==> src/rtl/async_fifo_wr_arbiter_pkg.sv <==
// Shared definitions for the async FIFO write-port arbiter.
//   arb_state_e : arbiter FSM encoding (idle = 0, grant = 1)
//   clog2       : ceiling log2 for constant width calculations
//   id_width    : width of a requester index (never below 1 bit)
package async_fifo_wr_arbiter_pkg;

  typedef enum logic [0:0] {
    StIdle  = 1'b0,
    StGrant = 1'b1
  } arb_state_e;

  function automatic int unsigned clog2(input int unsigned n);
    int unsigned r;
    r = 0;
    for (int unsigned i = 0; i < 32; i++) begin
      if ((64'd1 << i) < 64'(n)) r = i + 1;
    end
    return r;
  endfunction

  function automatic int unsigned id_width(input int unsigned n);
    return (n > 1) ? clog2(n) : 1;
  endfunction

endpackage

==> src/rtl/async_fifo_wr_arbiter_rr.sv <==
// Combinational round-robin search: returns the first requester with valid set,
// scanning ptr_i, ptr_i+1, ... modulo NReq.
//   valid_i     : per-requester request vector
//   ptr_i       : highest-priority requester for this search
//   winner_o    : index of the selected requester (0 when none valid)
//   any_valid_o : at least one requester is valid
module async_fifo_wr_arbiter_rr
  import async_fifo_wr_arbiter_pkg::*;
#(
  parameter int unsigned NReq = 4,
  localparam int unsigned IdW = id_width(NReq)
) (
  input  logic [NReq-1:0] valid_i,
  input  logic [IdW-1:0]  ptr_i,
  output logic [IdW-1:0]  winner_o,
  output logic            any_valid_o
);

  // One extra bit so ptr + offset never overflows before the modulo fold.
  localparam int unsigned SumW = IdW + 1;

  logic [SumW-1:0] sum;
  logic            found;

  always_comb begin
    winner_o = '0;
    found    = 1'b0;
    sum      = '0;
    for (int unsigned i = 0; i < NReq; i++) begin
      sum = {1'b0, ptr_i} + SumW'(i);
      if (sum >= SumW'(NReq)) sum = sum - SumW'(NReq);
      if (!found && valid_i[sum[IdW-1:0]]) begin
        found    = 1'b1;
        winner_o = sum[IdW-1:0];
      end
    end
    any_valid_o = |valid_i;
  end

endmodule

==> src/rtl/async_fifo_wr_arbiter.sv <==
// Round-robin arbiter sharing one async FIFO write port among NReq requesters.
// Lives entirely in the FIFO write-clock domain.
//   clk_i          : write-side clock
//   arstn_ni       : asynchronous active-low reset
//   req_valid_i    : per-requester beat valid
//   req_data_i     : requester i data at [i*Width +: Width]
//   req_last_i     : last beat of packet (only used when PktMode = 1)
//   req_ready_o    : per-requester ready, one-hot or zero
//   fifo_wr_en_o   : FIFO write enable (never high while fifo_wr_full_i)
//   fifo_wr_data_o : FIFO write data, muxed from the granted requester
//   fifo_wr_full_i : FIFO full flag
//   grant_id_o     : current or most recent granted requester
//   busy_o         : high while a grant is held
// PktMode = 1 holds a grant until the last beat; PktMode = 0 releases after MaxBurst
// beats or as soon as the granted requester drops valid.
module async_fifo_wr_arbiter
  import async_fifo_wr_arbiter_pkg::*;
#(
  parameter int unsigned NReq     = 4,
  parameter int unsigned Width    = 8,
  parameter bit          PktMode  = 1'b1,
  parameter int unsigned MaxBurst = 4,
  localparam int unsigned IdW     = id_width(NReq)
) (
  input  logic                  clk_i,
  input  logic                  arstn_ni,
  input  logic [NReq-1:0]       req_valid_i,
  input  logic [NReq*Width-1:0] req_data_i,
  input  logic [NReq-1:0]       req_last_i,
  output logic [NReq-1:0]       req_ready_o,
  output logic                  fifo_wr_en_o,
  output logic [Width-1:0]      fifo_wr_data_o,
  input  logic                  fifo_wr_full_i,
  output logic [IdW-1:0]        grant_id_o,
  output logic                  busy_o
);

  arb_state_e     state_q, state_d;
  logic [IdW-1:0] grant_id_q, grant_id_d;
  logic [IdW-1:0] rr_ptr_q, rr_ptr_d;
  logic [7:0]     beat_cnt_q, beat_cnt_d;

  logic [IdW-1:0] winner;
  logic           any_valid;
  logic           gnt_valid;
  logic           beat;
  logic           release_grant;

  logic [Width-1:0] data_arr [NReq];

  for (genvar i = 0; i < NReq; i++) begin : g_unpack
    assign data_arr[i] = req_data_i[i*Width +: Width];
  end

  async_fifo_wr_arbiter_rr #(
    .NReq(NReq)
  ) u_rr (
    .valid_i    (req_valid_i),
    .ptr_i      (rr_ptr_q),
    .winner_o   (winner),
    .any_valid_o(any_valid)
  );

  always_comb begin
    state_d       = state_q;
    grant_id_d    = grant_id_q;
    rr_ptr_d      = rr_ptr_q;
    beat_cnt_d    = beat_cnt_q;
    req_ready_o   = '0;
    beat          = 1'b0;
    release_grant = 1'b0;
    gnt_valid     = req_valid_i[grant_id_q];

    unique case (state_q)
      StIdle: begin
        // Arbitration only; no beat moves in this cycle.
        if (any_valid) begin
          grant_id_d = winner;
          beat_cnt_d = '0;
          state_d    = StGrant;
        end
      end
      StGrant: begin
        req_ready_o[grant_id_q] = ~fifo_wr_full_i;
        beat = gnt_valid & ~fifo_wr_full_i;
        if (PktMode) begin
          // A valid gap mid-packet keeps the grant; only a last beat releases.
          release_grant = beat & req_last_i[grant_id_q];
          if (beat && (beat_cnt_q != 8'hFF)) beat_cnt_d = beat_cnt_q + 8'd1;
        end else begin
          release_grant = ~gnt_valid |
                          (beat & ((32'(beat_cnt_q) + 32'd1) == MaxBurst));
          if (beat) beat_cnt_d = beat_cnt_q + 8'd1;
        end
        if (release_grant) begin
          state_d = StIdle;
          if (grant_id_q == IdW'(NReq - 1)) rr_ptr_d = '0;
          else                              rr_ptr_d = grant_id_q + IdW'(1);
        end
      end
      default: state_d = StIdle;
    endcase

    fifo_wr_en_o = beat;
  end

  always_ff @(posedge clk_i or negedge arstn_ni) begin
    if (!arstn_ni) begin
      state_q    <= StIdle;
      grant_id_q <= '0;
      rr_ptr_q   <= '0;
      beat_cnt_q <= '0;
    end else begin
      state_q    <= state_d;
      grant_id_q <= grant_id_d;
      rr_ptr_q   <= rr_ptr_d;
      beat_cnt_q <= beat_cnt_d;
    end
  end

  assign fifo_wr_data_o = data_arr[grant_id_q];
  assign grant_id_o     = grant_id_q;
  assign busy_o         = (state_q == StGrant);

endmodule

==> config.mk <==
export PLATFORM = sky130hd
export DESIGN_NAME = async_fifo_wr_arbiter
export DESIGN_NICKNAME = d
export VERILOG_FILES = /design/src/rtl/async_fifo_wr_arbiter_pkg.sv /design/src/rtl/async_fifo_wr_arbiter_rr.sv /design/src/rtl/async_fifo_wr_arbiter.sv
export SDC_FILE = /design/constraint.sdc
export NUM_CORES = 1
export LEC_CHECK = 0
export CAP_MARGIN = 10
export CORE_UTILIZATION = 32
export CTS_CLUSTER_DIAMETER = 30
export CTS_CLUSTER_SIZE = 8
export DETAILED_ROUTE_END_ITERATION = 16
export PLACE_DENSITY = 0.85
export SLEW_MARGIN = 10
export SYNTH_ARGS = -nofsm -noshare
export SYNTH_HDL_FRONTEND = slang
export SYNTH_HIERARCHICAL = 1
export SYNTH_SLANG_ARGS = --single-unit
==> constraint.sdc <==
create_clock -name clk_i -period 4.23 [get_ports clk_i]
set_clock_uncertainty 0.15 [all_clocks]
set_input_delay 0.6345 -clock clk_i [delete_from_list [all_inputs] [get_ports clk_i]]
set_output_delay 0.6345 -clock clk_i [all_outputs]
set_load 0.02 [all_outputs]
==> run metrics <==
number of nets produced by synthesis=104; fin crit share=70.83%; post-route DRC violation count=0; syn_area_per_cell=10.84 µm²; Hold Path Cell Cnt=1; overall track demand over capacity in global routing=21.26%; total wire length after detailed routing=2177 µm; pin count of the biggest net entering global routing=17; number of enable-type register cells in the synthesized netlist=0; run status=finished, final reports clean; number of hold violations in the final report=0; leading cell types in the layout, fill and taps excluded=clkdlybuf4s50_1, mux4_2, inv_1, dfrtp_1; share of flip-flops with an asynchronous set or reset=100.0%; Area growth, synth to finish=101.6%; clock transition at the register clock pins on the worst setup and hold paths after CTS=50 ps; Clock Sink Count=5; cell count along the critical path=4; critical path, cell by cell=clkdlybuf4s50_1, or3b_1, o22ai_2, clkdlybuf4s50_1; leakage=0.4847 nW; RSZ-0062 raised after global routing=no; violation count after the first detailed-routing iteration=10; placed wire-length estimate=1840 µm; number of distinct library cells after synthesis=24; largest family of logic cells by synthesized area=multiplexers; stage delay of the slowest cell on the critical path=640 ps; total iterations of the first detailed-routing run=4; die width=45.95 µm; Routed wire per std cell=15.33 µm; post-synthesis instance total=57; total number of yosys warnings=6; final setup violation count=0; total power divided by cell area=477.4 mW/mm²; total number of placement rows=15; antenna violations before repair=0; worst vdd ir=0.4053 mV; Remaining Overflow, GRT=0; count of state elements after synthesis=5; count of buffers inserted at the top-level ports=58; floorplan die area=0.002111 mm²; number of resized instances in the post-cts repair step=0; final-stage net count=165; Critical Path Sink Type=output pin; Post-Synth Simple-Gate Area=14.17%; most common cell after layout, fill and taps aside=clkdlybuf4s50_1; proportion of synthesized area in mux cells=39.68%; Root Buffer Master=clkbuf_4; timing startpoint of the critical path=fifo_wr_full_i; vias per cell=5.014; origin of the critical flop-to-flop path=grant_id_o[0]; wire length of the first global-routing pass=3229 µm; Worst Reg2Reg Path Length in Cells=3; non-filler cells in the finished layout=142; hold_buf cts=0; antenna diode instance count=0; type of origin of the critical path=primary input; total via count after detailed routing=712; signal arrival time at the worst endpoint=2210 ps; number of H-tree levels=1; startpoint of the most critical hold path=rr_ptr_q[0]; Max-Slew Margin vs Limit=52.91%; placer congestion estimate=0.8226; Final Critical Period=2996 ps; number of global-route vias before repair=725; path category of the worst min-delay check=register to register; Inst Count DP=138; transition at the pin with the smallest max-transition slack=706.4 ps; highest attainable clock frequency=333.8 MHz; clock buffers created by TritonCTS=3; Max FO, Critical Path=3; overall die height=45.95 µm; post-synthesis cell area=618.1 µm²; layout filler cell count=147; Max-Cap Viols=0; count of antenna-violating nets left after detailed routing=0; clock tree from TritonCTS=done; pins over their slew limit=0; total power consumption of the routed design=0.0005950 W; XOR/XNOR share of the synthesized area=0%; required time of the critical path=3450 ps; Ports=59; Reg2Reg Setup Slack=2100 ps; number of buffers added for setup after CTS=0; ratio of cells with drive above 1 in the final layout=12.82%; Critical Path Slowest Stage Cell=clkdlybuf4s50_1; top_reg_cell synth=dfrtp_1; CP dominant cell by count=clkdlybuf4s50_1; sequential fraction of the synthesis area=20.24%; path type of the worst setup path=primary input to output pin; clock latency of the later-clocked register in the worst-skew pair=240 ps; total buffers and inverters traversed by the critical path=2; adder-cell share of the synthesized area=8.097%; Placeable Area=0.001764 mm²; initial core utilization=35.04%; cell type group with the largest total delay on the critical path=buffers and inverters; Compound-Gate Fraction of Synth Area=11.94%; Post-Route Setup TNS=0 ps; Max Buffers Root-to-Sink=2
==> logic make-up after synthesis <==
kind of cell             Yosys count
flip-flops                         5
AND/OR/NAND/NOR                   15
multiplexers                      13
buffers and inverters              9
adder cells (fa/ha/maj)            4
AO/OA/AOI/OAI                     11
==> where the power goes <==
part	internal, W	switching, W	leakage (nW)	total (W)
clock	0.0000357	0.0000202	0.0150	0.0000560
combinational	0.000244	0.000164	0.411	0.000408
sequential	0.0000679	0.0000631	0.0584	0.000131
==> flip-flops by register name, summed over array words and instances, names as in the netlist <==
register    count
grant_id_o      2
rr_ptr_q        2
busy_o          1
==> Yosys cell counts, types with 2 or more instances <==
library cell / n / share of area, %
mux4_2: 9 / 33
a21oi_1: 4 / 3.2
ha_1: 4 / 8.1
mux2_1: 2 / 3.6
o21ai_0: 3 / 2.4
nor2_1: 2 / 1.2
buf_2: 2 / 1.6
inv_1: 6 / 3.6
nand2_1: 2 / 1.2
and2_1: 4 / 4.0
mux2i_1: 2 / 3.2
dfrtp_1: 5 / 20
==> final timing paths <==
check	to
min in group asynchronous	rr_ptr_q[0]
worst min-delay path	rr_ptr_q[0]
worst max-delay path	fifo_wr_en_o
max in group asynchronous	grant_id_o[1]
worst max register to register	rr_ptr_q[0]
worst min register to register	rr_ptr_q[0]
==> worst register-to-register path: stages (launching register included) <==
cell and delay, ps:
dfrtp_1 790, mux4_2 610, nand2_2 130, mux2_1 330
==> layer usage <==
metal / track usage, % / part of all wire, %
met5: 0 / 0
met4: 8.824 / 0
met3: 7.540 / 13
met2: 38.03 / 49
met1: 22.14 / 38
==> final cells by class <==
| cell class | count | area (µm²) | area share, % |
|---|---|---|---|
| Timing Repair Buffer | 58 | 580.6 | 46.59 |
| Multi-Input combinational cell | 43 | 456.7 | 36.65 |
| Sequential cell | 5 | 125.1 | 10.04 |
| Tap cell | 25 | 31.28 | 2.510 |
| Clock buffer | 4 | 26.28 | 2.108 |
| Inverter | 7 | 26.28 | 2.108 |
==> stage by stage <==
| step | area, µm² | setup WS [ps] | util [%] | hold WS, ps |
|---|---|---|---|---|
| 3_5_place_dp | 1220 | 1233 | 69.15 | 422.4 |
| 5_1_grt | 1246 | 1094 | 70.64 | 456.1 |
| 3_3_place_gp | 1220 | 1256 | 69.15 | 406.9 |
| 2_1_floorplan | 618.1 | 1984 | - | 188.9 |
| 4_1_cts | 1246 | 1189 | 70.64 | 433.3 |
| 6_report | 1246 | 1234 | 70.64 | 435.1 |
No activity file was read; power rests on OpenSTA's default activity.
